===== src/rtl/pcie_os_pkg.sv =====
// Shared ordered-set definitions for the receive path.
// Holds the symbol constants used to recognise ordered sets on the wire and
// the osType encoding reported by the checker.
package pcie_os_pkg;

   localparam logic [7:0] SYM_BC = 8'hBC;  // COM (8b/10b K28.5)
   localparam logic [7:0] SYM_7C = 8'h7C;  // IDL (EIOS body)
   localparam logic [7:0] SYM_1C = 8'h1C;  // SKP symbol
   localparam logic [7:0] SYM_4A = 8'h4A;  // TS1 identifier
   localparam logic [7:0] SYM_45 = 8'h45;  // TS2 identifier
   localparam logic [7:0] SYM_1E = 8'h1E;  // 128b/130b TS1 first symbol
   localparam logic [7:0] SYM_2D = 8'h2D;  // 128b/130b TS2 first symbol
   localparam logic [7:0] SYM_66 = 8'h66;  // 128b/130b EIOS symbol
   localparam logic [7:0] SYM_AA = 8'hAA;  // 128b/130b SKP symbol
   localparam logic [7:0] SYM_00 = 8'h00;  // EIEOS low symbol
   localparam logic [7:0] SYM_FF = 8'hFF;  // EIEOS high symbol

   typedef enum logic [2:0] {
      OS_NONE    = 3'd0,
      OS_TS1     = 3'd1,
      OS_TS2     = 3'd2,
      OS_EIOS    = 3'd3,
      OS_SKP     = 3'd4,
      OS_EIEOS   = 3'd5,
      OS_MIXED   = 3'd6,
      OS_INVALID = 3'd7
   } os_type_e;

endpackage


===== src/rtl/os_lane_classifier.sv =====
// Combinational classifier for one lane slot of an ordered-set block.
// Ports:
//   slot      : 16 symbols of one lane, symbol k at [8k +: 8]
//   gen       : link generation, 1-2 use 8b/10b rules, 3-5 use 128b/130b rules
//   lane_type : ordered-set type recognised on this lane (INVALID if none)
module os_lane_classifier
   import pcie_os_pkg::*;
(
   input  logic [127:0] slot,
   input  logic [2:0]   gen,
   output os_type_e     lane_type
);

   logic [7:0] sym [16];
   logic       ts1_tail;
   logic       ts2_tail;
   logic       all_66;
   logic       aa_head;
   logic       eieos_pat;

   always_comb begin
      ts1_tail  = 1'b1;
      ts2_tail  = 1'b1;
      all_66    = 1'b1;
      aa_head   = 1'b1;
      eieos_pat = 1'b1;
      for (int k = 0; k < 16; k++) begin
         sym[k] = slot[8*k +: 8];
      end
      for (int k = 6; k < 16; k++) begin
         ts1_tail = ts1_tail & (sym[k] == SYM_4A);
         ts2_tail = ts2_tail & (sym[k] == SYM_45);
      end
      for (int k = 0; k < 16; k++) begin
         all_66 = all_66 & (sym[k] == SYM_66);
         // EIEOS alternates 00/FF, starting with 00 on symbol 0
         eieos_pat = eieos_pat & (sym[k] == ((k % 2 == 1) ? SYM_FF : SYM_00));
      end
      for (int k = 0; k < 12; k++) begin
         aa_head = aa_head & (sym[k] == SYM_AA);
      end

      lane_type = OS_INVALID;
      if (gen < 3'd3) begin
         if (sym[0] == SYM_BC) begin
            if (ts1_tail)
               lane_type = OS_TS1;
            else if (ts2_tail)
               lane_type = OS_TS2;
            else if (sym[1] == SYM_7C && sym[2] == SYM_7C && sym[3] == SYM_7C)
               lane_type = OS_EIOS;
            else if (sym[1] == SYM_1C && sym[2] == SYM_1C && sym[3] == SYM_1C)
               lane_type = OS_SKP;
         end
      end else begin
         if (sym[0] == SYM_1E)
            lane_type = OS_TS1;
         else if (sym[0] == SYM_2D)
            lane_type = OS_TS2;
         else if (all_66)
            lane_type = OS_EIOS;
         else if (aa_head)
            lane_type = OS_SKP;
         else if (eieos_pat)
            lane_type = OS_EIEOS;
      end
   end

endmodule


===== config.mk =====
export PLATFORM = sky130hd
export DESIGN_NAME = os_lane_classifier
export DESIGN_NICKNAME = d
export VERILOG_FILES = /design/src/rtl/pcie_os_pkg.sv /design/src/rtl/os_lane_classifier.sv
export SDC_FILE = /design/constraint.sdc
export NUM_CORES = 1
export LEC_CHECK = 0
export ABC_AREA = 1
export CAP_MARGIN = 10
export CELL_PAD_IN_SITES_DETAIL_PLACEMENT = 0
export CELL_PAD_IN_SITES_GLOBAL_PLACEMENT = 1
export CORE_MARGIN = 2
export CORE_UTILIZATION = 22
export DETAILED_ROUTE_END_ITERATION = 16
export PLACE_DENSITY = 0.95
export SYNTH_ARGS = -nofsm -noshare
export SYNTH_HDL_FRONTEND = slang
export SYNTH_SLANG_ARGS = --single-unit

===== constraint.sdc =====
create_clock -name vclk -period 2.85
set_clock_uncertainty 0.2 [all_clocks]
set_input_delay 0.7125 -clock vclk [all_inputs]
set_output_delay 0.7125 -clock vclk [all_outputs]
set_load 0.02 [all_outputs]

==> results.py <==
metrics = {
    "yosys": {
        "syn-num-nets": 583,
        "synth_cells": 452,
        "synth_top_area_share_pct": 28.2,
        "ys_warn_count": 0,
        "synth.most_common_cell": "nor2_1",
        "synthTopCellsByArea": "nor2_1 28%, nand2_1 24%, inv_1 15%",
        "seq_area_frac_synth_pct": 0,
        "synth_cell_types": 18,
        "synth_top_area_cell": "nor2_1",
        "synth_area_per_cell_um2": 4.18,
        "syn_area_um2": 1890,
        "yosys-top-cells-count": "142 x nor2_1, 122 x nand2_1, 78 x inv_1",
    },
    "critical_path": {
        "crit_fanout": 2,
        "crit_family": "simple AND/OR/NAND/NOR gates",
        "crit_chain": "buf_6 > buf_6 > nand2_4 > nor3_4 > nand2_1 > nor2_2 > nand2_1 > nor2_2 > nand3_2 > nand3_2 > nand2_2 > buf_6",
        "max_stage_delay_ns": 0.18,
        "crit_buf_inv": 3,
        "worstSetupEndpointType": "output port",
        "path_class": "in -> out",
        "critPathArrivalTime_ns": 1.98,
        "cp_slowest_cell": "nor3_4",
        "startpoint_type": "input pin",
        "crit_top_cell": "buf_6",
        "required_ns": 1.94,
    },
    "grt": {
        "grt_pass1_vias": 3827,
        "grt_first_pass_wirelength_um": 16700,
        "overflow": 0,
        "antenna_found_initial": 0,
        "grt.total_usage_pct": 20.8,
        "grt_max_degree": 5,
    },
    "power_and_ir_drop": {
        "powerDensity_nw_per_um2": 109,
        "peakVddDrop_v": 0.0000574,
        "p_leak_uw": 0.00198,
    },
    "die": {
        "die_h_um": 96.7,
        "core_um2": 8260,
        "die_width_um": 96.7,
        "pin_count": 134,
        "die_area_um2": 9350,
        "start_util_pct": 22.9,
        "rows": 33,
    },
    "cells_and_area": {
        "n_sequential_cell": 0,
        "fin_cells": 783,
        "nets": 811,
        "drive_gt1_share_pct": 59.6,
        "final_cell_area_um2": 4290,
        "n_antenna_cell": 0,
        "synthToLayoutAreaGrowth_pct": 127,
        "postLayoutCoreUtil_pct": 51.9,
        "nClkBuffers": 0,
        "n_fill_cell": 870,
        "multi_input_comb_area_um2": 2270,
        "register_area_um2": 0,
    },
    "status": {
        "status": "finished with violations",
        "failed_checks": "negative setup slack",
    },
    "sta": {
        "hold_viol_final": 0,
        "worst_pin_slew_ns": 0.222,
        "fin_ws_ns": -0.0424,
        "hold_ws_ns": 1.79,
        "finalMaxSlewViolations": 0,
        "setup_viol": 1,
        "maxSlewHeadroom_pct": 85.1,
        "rsz0062_at_grt": "true",
        "min_period_ns": 2.89,
        "max_freq_mhz": 346,
        "period_share_pct": 101,
    },
    "placed_design": {
        "pre_cts_ws_ns": -0.941,
        "post-dp-hpwl_um": 8330,
        "placement.io_buffers": 134,
        "place_inst": 772,
        "routabilityCongestion": 0.955,
        "placed_area_um2": 3970,
    },
    "route": {
        "via_count": 3685,
        "via_per_inst": 4.71,
        "drt_iter0_markers": 160,
        "drc": 0,
        "wl_per_cell_um": 13.5,
        "antenna_left": 0,
        "wl_um": 10600,
        "drtPass1Iterations": 4,
    },
    "worst_hold_path": {
        "holdCritPathClass": "in -> out",
    },
    "job": {
        "drv_cap": 0,
    },
}
==> layout by cell type (no fill, tap or decap) <==
| cell | n |
|---|---|
| nand2_1 | 93 |
| buf_2 | 85 |
| buf_4 | 81 |
| nor2_1 | 75 |
| nor2_2 | 50 |
| inv_1 | 42 |
| inv_2 | 35 |
| nand2_2 | 28 |
| nor3_2 | 25 |
| nor2_4 | 22 |
| buf_6 | 21 |
| nand3_1 | 19 |
| nand4_1 | 19 |
| clkbuf_2 | 16 |
| nand3_2 | 14 |
| nor3_4 | 8 |
| clkdlybuf4s15_2 | 8 |
| clkdlybuf4s15_1 | 6 |
| nor3_1 | 5 |
| nand3b_1 | 5 |
| dlygate4sd2_1 | 5 |
| clkdlybuf4s50_1 | 3 |
| inv_4 | 2 |
| or2_4 | 2 |
| and2_4 | 1 |
| nand3_4 | 1 |
| nor2b_4 | 1 |
| nor4_2 | 1 |
| a21oi_1 | 1 |
| nand2_4 | 1 |
| a31oi_1 | 1 |
| a21boi_2 | 1 |
| buf_8 | 1 |
==> stage by stage <==
stage	power [uW]	setup TNS, ns
after global placement	427	-2.77
after global routing	505	-0.251
after CTS	441	-0.000173
after floorplan	104	0
after detailed placement	432	-2.69
final	468	-0.0424
==> path summary, 6_finish.rpt <==
path | start | end | depth (start not counted)
max | slot[60] | lane_type[1] | 12
min | slot[1] | lane_type[2] | 6
==> tightest hold or removal path: stages <==
cell     delay [ns]
buf_2          0.10
nor3_1         0.05
nand3_1        0.12
nand3_2        0.09
nand2_2        0.08
buf_6          0.11
==> repair_timing <==
| action | CTS | global route |
|---|---|---|
| pin swaps | 191 | 86 |
| hold buffers | 0 | 0 |
| cloned | 0 | 0 |
| resized for setup | 620 | 105 |
| setup endpoints to repair | 3 | 3 |
| setup buffers | 9 | 6 |
==> cells by family (layout without fill, tap and decap cells) <==
| family | Yosys count | count (layout) | synth area share, % |
|---|---|---|---|
| compound gates | 3 | 3 | 0.993 |
| simple gates | 370 | 370 | 83.3 |
| buf+inv | 79 | 305 | 15.7 |
==> routing by layer <==
layer,up-vias,track usage (%),share of wire (%)
met5,-,0,0
met4,0,5.53,3.3
met3,28,1.66,4.9
met2,143,40.1,51
met1,1658,24.5,41
li1,1856,-,-
==> report_power, final <==
part,switching (uW),internal [uW],leakage [uW],total (uW)
Clock,0,0,0,0
Combinational,241,226,0.00198,468
Sequential,0,0,0,0
==> final cells by class <==
class                      count  share of cell area [%]
timing repair buffer         226                    37.0
multi-input combinational    373                    52.9
tap                          105                    3.06
inverter                      79                    7.03
(Power assumes the default switching activity.)
